**config.mk**
```make
export PLATFORM = sky130hd
export DESIGN_NAME = tx_timer_param
export DESIGN_NICKNAME = d
export VERILOG_FILES = /design/src/rtl/tx_timer_pkg.sv /design/src/rtl/tx_clk_div.sv /design/src/rtl/tx_timer_param.sv
export SDC_FILE = /design/constraint.sdc
export NUM_CORES = 1
export LEC_CHECK = 0
export CAP_MARGIN = 30
export CELL_PAD_IN_SITES_DETAIL_PLACEMENT = 0
export CELL_PAD_IN_SITES_GLOBAL_PLACEMENT = 2
export CORE_ASPECT_RATIO = 1.1
export CORE_MARGIN = 1
export CORE_UTILIZATION = 33
export DETAILED_ROUTE_END_ITERATION = 8
export PLACE_DENSITY = 0.86
export SLEW_MARGIN = 5
export SYNTH_ARGS = -nofsm -noshare
export SYNTH_HDL_FRONTEND = slang
export SYNTH_SLANG_ARGS = --single-unit
```
**constraint.sdc**
```tcl
create_clock -name clk -period 3.9 [get_ports clk]
set_input_delay 0.78 -clock clk [delete_from_list [all_inputs] [get_ports clk]]
set_output_delay 0.78 -clock clk [all_outputs]
set_load 0.03 [all_outputs]
```
**src/rtl/tx_timer_pkg.sv**
```systemverilog
// tx_timer_pkg: shared state type and default sizing for the TX bit/word/frame timer
package tx_timer_pkg;
  typedef enum logic {IDLE, RUN} tx_timer_state_t;
  localparam int DEF_DIV_W = 8;
  localparam int DEF_BITS_PER_WORD = 8;
  localparam int DEF_WORD_W = 11;
endpackage

```
**src/rtl/tx_clk_div.sv**
```systemverilog
// tx_clk_div: loadable modulo-N divider (clk, n_rst, clr, load, en, div -> tc); div of 0 loads as 1
module tx_clk_div #(
  parameter int W = 8
) (
  input  logic         clk,
  input  logic         n_rst,
  input  logic         clr,
  input  logic         load,
  input  logic         en,
  input  logic [W-1:0] div,
  output logic         tc
);
  logic [W-1:0] n_q, n_d, cnt_q, cnt_d;
  assign tc = cnt_q == n_q - W'(1);
  always_comb begin
    n_d = clr ? '0 : load ? (div == '0 ? W'(1) : div) : n_q;
    cnt_d = (clr | load) ? '0 : en ? (tc ? '0 : cnt_q + W'(1)) : cnt_q;
  end
  always_ff @(posedge clk or negedge n_rst)
    if (!n_rst) begin
      n_q <= '0;
      cnt_q <= '0;
    end else begin
      n_q <= n_d;
      cnt_q <= cnt_d;
    end
endmodule

```
**src/rtl/tx_timer_param.sv**
```systemverilog
// tx_timer_param: bit/word/frame strobe generator for the Ethernet TX serializer
// in: clk, n_rst, start, clear, pause, clks_per_bit, words_per_frame
// out: busy, shift_en, word_done, frame_done, bit_idx, word_cnt (+ parity_slot with TX_TIMER_PARITY_EN)
module tx_timer_param import tx_timer_pkg::*; #(
  parameter int DIV_W = DEF_DIV_W,
  parameter int BITS_PER_WORD = DEF_BITS_PER_WORD,
  parameter int WORD_W = DEF_WORD_W,
`ifdef TX_TIMER_PARITY_EN
  localparam int SLOTS = BITS_PER_WORD + 1,
`else
  localparam int SLOTS = BITS_PER_WORD,
`endif
  localparam int IW = $clog2(SLOTS)
) (
  input  logic              clk,
  input  logic              n_rst,
  input  logic              start,
  input  logic              clear,
  input  logic              pause,
  input  logic [DIV_W-1:0]  clks_per_bit,
  input  logic [WORD_W-1:0] words_per_frame,
  output logic              busy,
  output logic              shift_en,
  output logic              word_done,
  output logic              frame_done,
  output logic [IW-1:0]     bit_idx,
  output logic [WORD_W-1:0] word_cnt
`ifdef TX_TIMER_PARITY_EN
  ,output logic             parity_slot
`endif
);
  localparam logic [IW-1:0] LAST = IW'(SLOTS - 1);
  tx_timer_state_t state_q, state_d;
  logic [IW-1:0] bit_q, bit_d;
  logic [WORD_W-1:0] word_q, word_d, len_q, len_d;
  logic run, tc, last_bit;
  assign run = state_q == RUN;
  // clear masks strobes in the same cycle it is asserted
  assign shift_en = run & ~pause & ~clear & tc;
  assign last_bit = bit_q == LAST;
  assign word_done = shift_en & last_bit;
  assign frame_done = word_done & (len_q != '0) & (word_q == len_q - WORD_W'(1));
  assign busy = run;
  assign bit_idx = bit_q;
  assign word_cnt = word_q;
`ifdef TX_TIMER_PARITY_EN
  assign parity_slot = word_done;
`endif
  tx_clk_div #(.W(DIV_W)) u_div (
    .clk(clk),
    .n_rst(n_rst),
    .clr(clear | frame_done),
    .load(~run & start & ~clear),
    .en(run & ~pause),
    .div(clks_per_bit),
    .tc(tc)
  );
  always_comb begin
    state_d = state_q;
    bit_d = bit_q;
    word_d = word_q;
    len_d = len_q;
    if (clear || frame_done) begin
      state_d = IDLE;
      bit_d = '0;
      word_d = '0;
    end else if (!run) begin
      if (start) begin
        state_d = RUN;
        len_d = words_per_frame;
        bit_d = '0;
        word_d = '0;
      end
    end else if (shift_en) begin
      bit_d = last_bit ? '0 : bit_q + IW'(1);
      word_d = word_q + WORD_W'(word_done);
    end
  end
  always_ff @(posedge clk or negedge n_rst)
    if (!n_rst) begin
      state_q <= IDLE;
      bit_q <= '0;
      word_q <= '0;
      len_q <= '0;
    end else begin
      state_q <= state_d;
      bit_q <= bit_d;
      word_q <= word_d;
      len_q <= len_d;
    end
endmodule

```
==> results.toml <==
[status]
status = "finished clean"

[cts]
ctsResizeCount = 0
cts_made_buffers = 5
clkSinkCount = 42
cts-root-buf = "clkbuf_8"
cts_tree = "built"
path_clk_slew_ns = 0.08
ctsHoldBuffers = 0
cts_setup_buffers = 0
clockBufferDepth = 2
htree_levels = 2
insertion_delay_ns = 0.29

[logic_synthesis]
synth_area_um2 = 2715
synth_enable_flop_cells = 0
yosysSeqAreaShare_pct = 38.71
yosys_warnings = 0
syn_inst = 302
syn_nets = 333
async_flop_share_pct = 100.0
ys_ff_latch = 42
ys.flop_type = "dfrtp_1"
ys_types = 50
synth.avg_cell_area_um2 = 8.990

[sta]
fin_skew_ns = 0.006549
finalSetupTns_ns = 0
finalSetupViolations = 0
period_share_pct = 95.68
period_minus_slack_ns = 3.731
rsz0062_at_grt = "false"
drv_slew = 0
worst_slew_pin_slew_ns = 0.7930
slew_headroom_pct = 47.05
timing_hold_violations_final = 0
clock.fmax_mhz = 268.0

[placement]
place_hpwl_um = 4780
postPlaceCellArea_um2 = 3258
portBuffers = 41
place_congestion = 0.7837

[power_and_ir_drop]
p_per_area_nw_per_um2 = 302.1
p_leak_nw = 1.291
combPwrFrac_pct = 20.7
p_switching_w = 0.0002990
p_seq_share_pct = 49.9
p_clk_share_pct = 29.4
switching_share_pct = 29.55
internal_power_w = 0.0007127
ir_drop_uv = 231.3

[final_layout]
nets = 379
diodes = 0
area_delta_synth_final_pct = 23.36
final_common_cell = "dfrtp_1"
drive_gt1_share_pct = 12.03
final_area_um2 = 3349
final_cell_mix = "dfrtp_1, nand2_1, clkdlybuf4s50_1"

[drt]
vias = 2280
wl_um = 6292
ant_nets = 0
drt_iter0_drc = 54
wl_per_cell_um = 13.77
vias_per_cell = 4.989
firstDrtPassIters = 4
drc = 0

[worst_setup_path]
worst-setup-path-type = "register to output port"
slowest_stage = "clkdlybuf4s50_1"
cp_data_arrival_time_ns = 2.95
cp_cell_sequence = "inv_1 > ha_1 > nor3b_1 > nand2_1 > or4_1 > a2bb2oi_1 > nand3_1 > nor2_4 > clkdlybuf4s50_1"
cpPeakStageDelay_ns = 0.70
crit_family = "simple AND/OR/NAND/NOR gates"
required_ns = 3.12
crit_path_start_kind = "register"
path_buf_inv = 2
cp-end-kind = "output port"
path_max_fanout = 3

[grt]
antenna_found_initial = 0
globalRouteOverflowTotal = 0
grt_pass1_wl_um = 10950
grt_usage_pct = 16.23
first_global_vias = 2259
grt_max_degree = 28

[hold_path]
holdCritPathClass = "primary input to asynchronous set/reset pin"

[die]
die_area_um2 = 8595
initial_core_util_pct = 34.13
die_width_um = 88.49
placementRows = 34
ios = 42
core_um2 = 7955
die_y_um = 97.13

[job]
drv_cap = 0
## path summary, 6_finish.rpt
kind,slack [ns],cells past startpoint,endpoint,start
min in group clk,0.55,2,u_div.n_q[1],u_div.n_q[1]
max in group asynchronous,3.01,2,bit_idx[2],n_rst
hold / removal,0.41,1,word_cnt[10],n_rst
hold reg to reg,0.55,2,u_div.n_q[1],u_div.n_q[1]
setup reg to reg,0.36,17,word_cnt[10],u_div.n_q[0]
setup / recovery,0.17,9,shift_en,u_div.n_q[0]
## power by group through the flow
stage	logic (W)	clock network (W)	registers, W
3_3_place_gp	0.000210	0	0.000511
6_report	0.000210	0.000297	0.000504
3_5_place_dp	0.000213	0	0.000514
5_1_grt	0.000239	0.000330	0.000511
4_1_cts	0.000214	0.000314	0.000505
2_1_floorplan	0.000143	0	0.000504
## Yosys cell counts, types with 2 or more instances
cell	number	area [µm²]
nor4b_1	2	17.52
nor2b_1	3	18.77
dfrtp_1	42	1051
a211oi_1	2	15.01
and3_1	3	18.77
o22ai_1	13	81.33
nor3b_1	2	15.01
nand2b_1	6	37.54
or4_1	2	15.01
xnor2_1	17	148.9
a21oi_1	11	55.05
mux2_2	8	90.09
buf_6	4	45.04
nand2_1	38	142.6
nand4_1	7	43.79
clkbuf_1	5	18.77
and3_2	2	15.01
xor2_1	10	87.58
o21ai_0	9	45.04
or2b_1	2	15.01
and2b_2	2	17.52
nor2_1	18	67.56
nand3_1	13	65.06
a31oi_1	4	25.02
nor4_1	2	12.51
or3_1	5	31.28
o21bai_1	10	75.07
ha_1	7	87.58
nor3_1	9	45.04
inv_1	23	86.33
o311ai_0	2	17.52
## state kept, by name, indices dropped and copies added, names as in the netlist
register and cells:
busy 1, bit_idx 3, u_div.cnt_q 8, len_q 11, u_div.n_q 8, word_cnt 11
## worst reg2reg max path, delay by kind of cell (launching register included)
kind                     cells  cell delay, ns
AO/OA/AOI/OAI                3            0.47
buffers and inverters        1            0.08
adder cells (fa/ha/maj)      3            0.50
AND/OR/NAND/NOR             10            2.00
flip-flops                   1            0.41
## per-stage QoR
step / power, W / util [%] / setup slack, ns / std cells / hold WS (ns)
3_3_place_gp: 0.0007211 / 40.70 / 0.4525 / 448 / 0.5402
5_1_grt: 0.001080 / 42.10 / 0.007606 / 457 / 0.4211
6_report: 0.001012 / 42.10 / 0.1686 / 457 / 0.4104
3_5_place_dp: 0.0007266 / 40.96 / 0.3676 / 449 / 0.5457
4_1_cts: 0.001034 / 42.10 / 0.1290 / 457 / 0.4131
2_1_floorplan: 0.0006468 / - / 0.03231 / 302 / 0.4844
## per-layer routing
| layer | global-route usage, % | wire length, µm | vias up |
|---|---|---|---|
| met2 | 27.34 | 3138 | 45 |
| met5 | 0 | 0 | - |
| met1 | 21.09 | 2834 | 1079 |
| met3 | 2.889 | 232 | 6 |
| li1 | - | - | 1150 |
| met4 | 4.342 | 85 | 0 |
## final cells by class
cell class	instances	area (µm²)
inverter	23	86.33
sequential	42	1051
tap	108	135.1
clock buffer	7	86.33
timing repair buffer	50	480.5
clock inverter	1	5.005
fill	840	4606
multi-input combinational	226	1505
## cell families after synthesis
kind of cell	count (synthesis)	share of synthesized area (%)
AND/OR/NAND/NOR	122	23.69
XOR/XNOR	27	8.709
flip-flops	42	38.71
multiplexers	8	3.318
buffers and inverters	34	6.175
adder cells (fa/ha/maj)	7	3.226
AO/OA/AOI/OAI	62	16.18
No activity file was read; power rests on OpenSTA's default activity.
